$ cat config.mk
export PLATFORM = sky130hd
export DESIGN_NAME = lbm_stream_sel
export DESIGN_NICKNAME = d
export VERILOG_FILES = /design/src/rtl/lbm_stream_sel.sv
export SDC_FILE = /design/constraint.sdc
export NUM_CORES = 1
export LEC_CHECK = 0
export BUFFER_PORTS_ARGS = -buffer_cell sky130_fd_sc_hd__buf_2
export CORE_UTILIZATION = 30
export CTS_CLUSTER_DIAMETER = 30
export DETAILED_ROUTE_END_ITERATION = 12
export GPL_TIMING_DRIVEN = 0
export PLACE_DENSITY_LB_ADDON = 0.1
export SYNTH_ARGS = -nofsm -noshare
export SYNTH_HDL_FRONTEND = slang
export SYNTH_SLANG_ARGS = --single-unit
$ cat constraint.sdc
create_clock -name Clk -period 1.53 [get_ports Clk]
set_input_delay 0.0765 -clock Clk [delete_from_list [all_inputs] [get_ports Clk]]
set_output_delay 0.0765 -clock Clk [all_outputs]
set_load 0.005 [all_outputs]
$ cat src/rtl/lbm_stream_sel.sv
// Raster-scan sequencer that feeds the LBM streaming select mux: it registers the three candidate values and the mux code.
// Define LBM_STREAM_SEL_STATS_EN to add the per-sweep wall_count output.
module lbm_stream_sel #(
  parameter int DATA_WIDTH = 64,
  parameter int NX         = 16,
  parameter int NY         = 16,
  parameter int XW         = $clog2(NX),
  parameter int YW         = $clog2(NY)
) (
  input  logic                         Clk,
  input  logic                         Reset_n,
  input  logic                         start,
  input  logic                         in_valid,
  output logic                         in_ready,
  input  logic signed [DATA_WIDTH-1:0] f_stream,
  input  logic signed [DATA_WIDTH-1:0] f_bounce,
  input  logic signed [DATA_WIDTH-1:0] f_inlet,
  input  logic                         wall_flag,
  output logic                         out_valid,
  input  logic                         out_ready,
  output logic signed [DATA_WIDTH-1:0] Din0,
  output logic signed [DATA_WIDTH-1:0] Din1,
  output logic signed [DATA_WIDTH-1:0] Din2,
  output logic [1:0]                   select,
  output logic [XW-1:0]                node_x,
  output logic [YW-1:0]                node_y,
  output logic                         busy,
  output logic                         done
`ifdef LBM_STREAM_SEL_STATS_EN
  ,
  output logic [$clog2(NX*NY+1)-1:0]   wall_count
`endif
);

  typedef enum logic [1:0] {
    IDLE  = 2'd0,
    RUN   = 2'd1,
    DRAIN = 2'd2,
    DONE  = 2'd3
  } state_t;

  localparam logic [1:0] SEL_INTERIOR = 2'b00;
  localparam logic [1:0] SEL_BOUNCE   = 2'b01;
  localparam logic [1:0] SEL_INLET    = 2'b10;

  state_t        state, state_nxt;
  logic [XW-1:0] x;
  logic [YW-1:0] y;
  logic          accept;
  logic          consume;
  logic          x_last;
  logic          last_node;
  logic          sweep_start;
  logic [1:0]    sel_nxt;

  // The output stage accepts a new node whenever it is empty or being emptied this cycle.
  assign in_ready    = Reset_n && (state == RUN) && (!out_valid || out_ready);
  assign accept      = in_valid && in_ready;
  assign consume     = out_valid && out_ready;
  assign x_last      = (x == XW'(NX - 1));
  assign last_node   = x_last && (y == YW'(NY - 1));
  assign sweep_start = start && ((state == IDLE) || (state == DONE));
  assign busy        = (state == RUN) || (state == DRAIN);

  // Wall takes priority over the inlet column.
  always_comb begin
    sel_nxt = SEL_INTERIOR;
    if (wall_flag)      sel_nxt = SEL_BOUNCE;
    else if (x == '0)   sel_nxt = SEL_INLET;
  end

  // NOTE: every signal written here gets a default first, so no path can infer a latch.
  always_comb begin
    state_nxt = state;
    case (state)
      IDLE:    if (start) state_nxt = RUN;
      RUN:     if (accept && last_node) state_nxt = DRAIN;
      DRAIN:   if (consume) state_nxt = DONE;
      DONE:    if (start) state_nxt = RUN;
      default: state_nxt = IDLE;
    endcase
  end

  // NOTE: sequential state uses non-blocking assignments only, so every register samples pre-edge values.
  always_ff @(posedge Clk) begin
    if (!Reset_n) begin
      state     <= IDLE;
      x         <= '0;
      y         <= '0;
      out_valid <= 1'b0;
      Din0      <= '0;
      Din1      <= '0;
      Din2      <= '0;
      select    <= SEL_INTERIOR;
      node_x    <= '0;
      node_y    <= '0;
      done      <= 1'b0;
    end else begin
      state <= state_nxt;
      done  <= (state == DRAIN) && consume;

      if (sweep_start) begin
        x <= '0;
        y <= '0;
      end else if (accept) begin
        if (last_node) begin
          x <= '0;
          y <= '0;
        end else if (x_last) begin
          x <= '0;
          y <= y + YW'(1);
        end else begin
          x <= x + XW'(1);
        end
      end

      // A same-cycle consume and accept simply overwrites the stage.
      if (accept) begin
        Din0      <= f_stream;
        Din1      <= f_bounce;
        Din2      <= f_inlet;
        select    <= sel_nxt;
        node_x    <= x;
        node_y    <= y;
        out_valid <= 1'b1;
      end else if (consume) begin
        out_valid <= 1'b0;
      end
    end
  end

`ifdef LBM_STREAM_SEL_STATS_EN
  localparam int WCW = $clog2(NX*NY+1);

  always_ff @(posedge Clk) begin
    if (!Reset_n)               wall_count <= '0;
    else if (sweep_start)       wall_count <= '0;
    else if (accept && wall_flag) wall_count <= wall_count + WCW'(1);
  end
`endif

endmodule

# Word level (Yosys, flattened, before mapping)
# Index checks and enable logic that the tools add are counted.
[classes]
n_addsub = 2
eq_ne = 8
mux = 12
bitwise = 1
n_reduce_logical = 20
[op_table]
columns = ["cell", "n"]
rows = [
  ["two-way mux 4 bit", 4],
  ["two-way mux 2 bit", 5],
  ["adder 4 x 1 -> 4 bit (second input constant)", 2],
  ["equality test 4 bit (second input constant)", 2],
  ["logical AND 1 bit", 8],
  ["case mux 2 bit (3 select lines)", 1],
  ["equality test 2 bit (second input constant)", 2],
  ["zero test 4 bit", 1],
  ["inequality test 2 x 1 -> 1 bit (second input constant)", 2],
  ["nonzero test 2 bit", 2],
  ["OR reduction 2 bit", 2],
  ["logical OR 1 bit", 3],
  ["AND reduction 3 bit", 1],
  ["equality test 2 x 1 -> 1 bit (second input constant)", 1],
  ["zero test 2 bit", 1],
  ["two-way mux 1 bit", 2],
  ["inequality test 2 bit (second input constant)", 1],
  ["AND reduction 2 bit", 1],
  ["zero test 1 bit", 1],
  ["inverter 1 bit", 1],
]
[totals]
reg_bits = 214
input_bits = 198
elab_cells = 54

# Logic depth before layout (Yosys ltp)
# Gate-level depths: netlist of the first run.
[depth]
depth_word = 7
ltp_mapped = 9
ltp_nobuf = 6

# Least setup slack after synthesis of the first run
# No wires, ideal clock.
[synth_timing]
path_type = "register to register"
start = "register state[1]"
end = "register Din0[0]"
setup_time_ps = 132
arrival_ps = 1444
path_slack_ps = -47
path_stages_with_launch = 10
path_buffers = 3
synth_period_minus_slack_ps = 1577
cell_sequence = "dfxtp_1 > inv_1 > ha_1 > and2_4 > and3_1 > buf_4 > buf_4 > buf_4 > nand2_1 > a21oi_1"
[synth_between]
elab_chain_cells = 4
[synth_rtl]
columns = ["element", "line", "source"]
rows = [
  ["start, declared", "46", "state_t state, state_nxt;"],
  ["start signal, assigned", "99", "state <= state_nxt;"],
  ["equality test 2 x 1 -> 1 bit", "57", "assign in_ready = Reset_n && (state == RUN) && (!out_valid || out_ready);"],
  ["logical AND 1 bit (2 in series)", "57", ""],
  ["logical AND 1 bit", "58", "assign accept = in_valid && in_ready;"],
  ["end signal, assigned", "119", "Din0 <= f_stream;"],
  ["end, declared", "21", "output logic signed [DATA_WIDTH-1:0] Din0,"],
]
# Every way passes these cells.
# A chain may end at the register's enable or synchronous reset.

# Final worst setup path of the first run
[layout_timing]
start = "register state[0]"
end = "register Din2[40]"
[layout_between]
elab_chain_cells = 4
[layout_rtl]
columns = ["element", "line", "source"]
rows = [
  ["equality test 2 x 1 -> 1 bit", "57", ""],
  ["logical AND 1 bit (2 in series)", "57", ""],
  ["logical AND 1 bit", "58", ""],
  ["end signal, assigned", "121", "Din2 <= f_inlet;"],
  ["end, declared", "23", "output logic signed [DATA_WIDTH-1:0] Din2,"],
]
# Every way passes these cells.

==> impl_results.md, run 1 <==
* Mapped Avg Cell Area at 7.99 um^2
* RR Startpoint: state[0]$_SDFFE_PN0P_
* Hold crit path type: input port to flop
* Num CTS Buffers at 50
* Die W at 161 um
* Peak Freq at 604 MHz
* H-tree depth at 2
* CP endpoint kind: flop
* GRT Util Overall at 22.2%
* Dpl cell area at 10000 um^2
* Max VDD drop at 0.907 mV
* Crit-path cells: ha_4, and2_4, and3_4, buf_12, buf_16, clkbuf_16, nand2_1, a21oi_1
* Prevailing post-synth register cell: dfxtp_1
* Post-DRT Antenna Nets at 0
* Vias in the first global route at 9105
* Setup Crit Path Kind: flop to flop
* Worst Tran Pin Value at 0.763 ns
* Seq/Total Area, Yosys at 56.4%
* Critical-path maximum fanout at 6
* Setup TNS at -7.72 ns
* First-pass GRT wire length at 46400 um
* Ys Warns at 0
* DP HPWL at 19500 um
* CP startpoint: state[0]$_SDFFE_PN0P_
* Final Core Density at 63.8%
* Port Buf Inserts at 403
* Vias post-DR at 9014
* # IOs at 404
* CP max stage cell: dfxtp_4
* FP Rows at 57
* Crit start category: flop
* Max-slew headroom at 49.2%
* Synth cell types at 33
* Full die area at 26000 um^2
* Largest net degree at the start of global routing at 13
* TritonCTS clock tree: yes
* DR pass1 iterations at 4
* Max-cap violations at 0
* Antenna violations before repair at 1
* Tcrit/Tclk final at 108%
* Async SR Flop Fraction at 0%
* CTS max path bufs at 3
* Core Footprint at 24600 um^2
* Status: complete, but fails checks
* Design area at 15700 um^2
* Total count of hold-check failures in the final report at 0
* Number of vias per cell at 4.52
* Die height at 161 um
* Hold Startpoint: Reset_n
* Share of post-route cells with drive strength above 1 at 48.3%
* Final setup skew at 0.0154 ns
* Final Critical Period at 1.66 ns
* Critical path required time at 1.96 ns
* Final setup viols at 178
* GP Congestion at 0.785
* Final WL at 31200 um
* Mapped Area at 7600 um^2
* RSZ-0062 raised after global routing: yes
* Nets at 1839
* CP bufs+invs at 3
* CP max stage delay at 0.36 ns
* GRT overflow at 0
* Crit path DAT at 2.08 ns
* Delay-heaviest family, CP: buffers and inverters
* Pwr/cell area at 1330 nW/um^2
* CTS sink count at 214
* Syn Nets at 1154
* ANT cells at 0
* Clk root buf: clkbuf_16
* Synth Register Bits at 214
* Final Max Slew Viols at 0
* Clk slew on worst S/H paths at 0.05 ns
* Number of synthesized flops with an enable pin at 0
* Violated checks: negative setup slack
* Initial drt markers at 339
* Clock latency at the later pin of the worst-skew pair at 0.53 ns
* Cells after synthesis at 951
* Worst setup margin at -0.125 ns
* Syn-to-layout area delta at 107%
* Drt wl/cell at 15.6 um
* Initial Utilization at 30.9%
* DRC errors left at 0
* Leak pwr at 7.09 nW
## report_power, final
group	internal (mW)	switching, mW
sequential	5.99	0.203
clock	7.85	3.15
combinational	1.94	1.81
total	15.8	5.16
## cell families after synthesis
family | count (synthesis) | synth area share [%]
buf+inv | 73 | 5.42
compound gates | 219 | 14.6
mux | 1 | 0.148
xor+xnor | 2 | 0.230
flops | 214 | 56.4
fa+ha+maj | 5 | 0.823
simple gates | 437 | 22.4
## per-stage QoR
step | total power, mW | hold slack [ns] | instances | setup slack (ns)
floorplan | 7.39 | 0.198 | 951 | -0.0158
global placement | 8.41 | 0.317 | 1678 | -0.599
detailed placement | 8.43 | 0.322 | 1678 | -0.627
CTS | 20.5 | 0.00430 | 1981 | -0.0775
global route | 21.8 | 0.0790 | 1996 | -0.187
finish | 20.9 | 0.0558 | 1996 | -0.125
## registers in the layout, summed over array words and instances (netlist names)
register and count:
Din0 64, Din1 64, Din2 64, node_x 4
node_y 4, x 4, y 4, select 2
state 2, done 1, out_valid 1
## final timing paths
| kind | slack [ns] | end | cells after the start |
|---|---|---|---|
| setup / recovery | -0.13 | Din2[40]$_SDFFE_PN0P_ | 8 |
| setup reg to reg | -0.13 | Din2[40]$_SDFFE_PN0P_ | 8 |
| hold reg to reg | 0.45 | Din0[55]$_SDFFE_PN0P_ | 2 |
| hold / removal | 0.06 | x[0]$_SDFFE_PP0P_ | 3 |
## routing by layer
layer | up-vias | wire length (um) | track usage (%)
li1 | 4476 | - | -
met1 | 4140 | 12200 | 23.7
met2 | 333 | 15700 | 40.8
met3 | 63 | 2370 | 6.83
met4 | 2 | 909 | 8.40
met5 | - | 13 | 0
## timing repair
action	CTS	global route
gates cloned	9	10
pin swaps	61	63
endpoints found under the setup margin	212	207
hold endpoints to repair	197	0
hold buffers	197	0
resized for setup	189	206
setup buffers	9	5
## worst reg2reg max path, stage by stage, from the launching register on
cell	delay (ns)
dfxtp_4	0.36
ha_4	0.13
and2_4	0.16
and3_4	0.23
buf_12	0.15
buf_16	0.16
clkbuf_16	0.16
nand2_1	0.05
a21oi_1	0.16
## cell type report
cell class,count,area [um^2]
repair buffers,633,4580
flip-flops and latches,214,4300
fillers,2059,8900
inverters,6,22.5
clock buffers,66,1440
well taps,324,405
clock inverters,22,319
plain buffers,67,649
multi-input cells,664,3990
## cells in the final DEF (no fill, tap or decap), types with 4 or more instances in the layout
cell type      count
clkbuf_1          26
a21oi_1          100
clkbuf_4           5
a21oi_2          113
clkbuf_8          12
nand2_2           49
buf_6              9
nor2_1             4
buf_2            402
buf_4             19
buf_16             6
nand2_4           57
buf_12             7
dlygate4sd3_1    197
dfxtp_1          209
nand2_1          308
clkbuf_2           5
clkinv_2          11
bufinv_16          8
buf_8             14
clkbuf_16         64
## Yosys cell counts (3+ instances only)
library cell,count,area (um^2)
nand2_1,414,1550
a21oi_1,213,1070
buf_2,18,90.1
buf_6,7,78.8
dfxtp_1,214,4280
ha_1,5,62.6
nand4_1,3,18.8
buf_4,7,52.6
clkbuf_1,32,120
nor2_1,4,15.0
inv_1,5,18.8
and3_1,3,18.8
Power figures use the tool's default switching activity.
==> run 2, diff against run 1 <==
SETUP_SLACK_MARGIN = 0.4   (was unset)
==> run 2 against run 1 <==
Net effect:
- the flow still finishes with violations (negative setup slack)
- clock-buffer cell count increased by 4
- core utilization increased by 1.4 points
- clock power about the same
- cell count increased by 0.65%
- non-clock buffer count increased by 9
- routed wire length decreased by 0.65%
- largest cell class unchanged
- largest power group unchanged
- highest routed layer is now met4
==> impl_results.md, run 2 (synthesized netlist as in run 1, its figures left out) <==
* Status: complete, but fails checks
* Violated checks: negative setup slack
* TritonCTS clock tree: yes
* Final Critical Period at 1.62 ns (-0.0364 ns)
* Fillcell total at 2038 (-1.0%)
* Total count of hold-check failures in the final report at 0 (unchanged)
* DRC errors left at 0 (unchanged)
* Final Max Slew Viols at 0 (unchanged)
* Overall Power at 21.1 mW (+0.54%)
* Max-cap violations at 0 (unchanged)
* Number of vias per cell at 4.54 (+0.61%)
* Part of the power in registers at 29.8% (+0.2 points)
* Core Footprint at 24600 um^2 (unchanged)
* Clk root buf: clkbuf_16
* Final setup viols at 200 (+12%)
* Initial drt markers at 437 (+29%)
* CP endpoint kind: flop
* GRT overflow at 0 (unchanged)
* Combinational Power Share at 18.9% (+1.0 points)
* Commonest cells after routing, fill and taps aside: 400 x buf_2, 301 x nand2_1, 197 x dlygate4sd3_1
* Pint at 15.7 mW (-0.26%)
* Port Buf Inserts at 403 (unchanged)
* Initial Utilization at 30.9% (unchanged)
* Peak Freq at 618 MHz (+2.2%)
* RSZ-0062 raised after global routing: yes
* Post-DRT Antenna Nets at 0 (unchanged)
* Final WL at 31000 um (-0.65%)
* FP Rows at 57 (unchanged)
* Full die area at 26000 um^2 (unchanged)
* GP Congestion at 0.837 (+6.7%)
* Share of post-route cells with drive strength above 1 at 49.2% (+0.96 points)
* Leak pwr at 6.89 nW (-2.8%)
* Critical-path maximum fanout at 5 (-1)
* Nets at 1847 (+0.44%)
* Num CTS Buffers at 48 (-4.0%)
* Vias in the first global route at 8908 (-2.2%)
* H-tree depth at 2 (unchanged)
* CTS sink count at 214 (unchanged)
* GRT Util Overall at 21.4% (-0.85 points)
* Clock latency at the later pin of the worst-skew pair at 0.53 ns (about the same)
* Pwr/cell area at 1310 nW/um^2 (-1.6%)
* Die height at 161 um (unchanged)
* Antenna violations before repair at 1 (unchanged)
* Final setup skew at 0.0171 ns (+0.00173 ns)
* Crit start category: flop
* Switching component of the power at 5.31 mW (+3.0%)
* DR pass1 iterations at 4 (unchanged)
* Tcrit/Tclk final at 106% (-2.4 points)
* Clk slew on worst S/H paths at 0.05 ns (about the same)
* Hold crit path type: input port to flop
* First-pass GRT wire length at 44900 um (-3.3%)
* Die W at 161 um (unchanged)
* Non-Filler Instances at 2009 (+0.65%)
* Max-slew headroom at 55.3% (+6.2 points)
* Worst Tran Pin Value at 0.670 ns (-0.0927 ns)
* Placed cell count at 1678 (unchanged)
* Switching share of total power at 25.2% (+0.60 points)
* Drt wl/cell at 15.4 um (-1.3%)
* Syn-to-layout area delta at 111%
* Max VDD drop at 0.859 mV (-5.3%)
* Design area at 16000 um^2 (+2.2%)
* DP HPWL at 18900 um (-2.8%)
* Dpl cell area at 10100 um^2 (+1.1%)
* Vias post-DR at 9128 (+1.3%)
* Worst setup margin at -0.0886 ns (+0.0364 ns)
* Largest net degree at the start of global routing at 13 (unchanged)
* Clock share of power at 51.3% (-1.2 points)
* Critical path required time at 1.98 ns (+0.02 ns)
* Biggest regs: Din0 (64), Din1 (64), Din2 (64)
* Commonest non-fill, non-tap cell in the layout: buf_2
* Crit path DAT at 2.07 ns (about the same)
* CTS max path bufs at 3 (unchanged)
* Setup Crit Path Kind: flop to flop
* # IOs at 404 (unchanged)
* Hold WS at 0.0204 ns (-0.0354 ns)
* Setup TNS at -6.99 ns (+0.736 ns)
[run 2: changes by cell type in the layout (fill, tap and decap cells not counted), sizes merged, moves of 2 or more]
cell / change
buf: +12
clkinv: -6
clkinvlp: +5
bufinv: -2
[run 2: worst max-delay path, cell delays in order (launching register included)]
cell and delay (ns):
dfxtp_2 0.33, inv_2 0.04, ha_4 0.15, and2_4 0.16
buf_6 0.12, buf_4 0.13, nand3_4 0.13, buf_12 0.12
buf_8 0.12, nand2_1 0.09, a21oi_2 0.15
[run 2: layout make-up]
class                           instances  area, um^2  area share [%]
Sequential cell                       214        4320            26.9
Antenna cell                            1        2.50          0.0156
Tap cell                              324         405            2.53
Clock buffer                           70        1460            9.07
Inverter                                6        22.5           0.140
Buffer                                 67         831            5.18
Multi-Input combinational cell        665        4030            25.1
Clock inverter                         20         287            1.79
Timing Repair Buffer                  642        4680            29.2
[run 2: through the flow]
| stage | utilization [%] | setup WS (ns) |
|---|---|---|
| global placement | 41.2 | -0.167 |
| detailed placement | 41.2 | -0.188 |
| CTS | 59.3 | -0.0644 |
| global route | 65.2 | -0.161 |
| floorplan | - | 0.0858 |
| finish | 65.2 | -0.0886 |
[run 2: worst paths after layout]
path,cells after the start,to,slack (ns),start
worst max-delay path,10,Din0[49]$_SDFFE_PN0P_,-0.09,state[1]$_SDFFE_PN0P_
worst min-delay path,3,out_valid$_SDFFE_PN0P_,0.02,out_ready
worst max register to register,10,Din0[49]$_SDFFE_PN0P_,-0.09,state[1]$_SDFFE_PN0P_
worst min register to register,2,Din1[33]$_SDFFE_PN0P_,0.44,Din1[33]$_SDFFE_PN0P_
[run 2: layer usage]
metal	wire length (um)	vias up	GRT usage [%]	share of wire, %
met2	15600	334	38.0	50
li1	-	4514	-	-
met5	0	-	0	0
met3	2160	80	5.98	7.0
met4	1190	0	10.4	3.8
met1	12000	4200	23.3	39
[run 2: repair_timing]
item                                    CTS  global route
hold buffers                            196             1
pin swaps                                44           143
setup buffers                            11             9
gates cloned                             10            13
hold endpoints to repair                197             2
endpoints found under the setup margin  219           231
gates resized for setup                 126           310
[run 2: power groups by stage]
stage	sequential, mW	clock (mW)	combinational (mW)
floorplan	6.30	0	1.16
global placement	6.27	0	2.22
detailed placement	6.28	0	2.22
CTS	6.18	11.0	3.19
global route	6.31	11.3	4.29
finish	6.27	10.8	3.98
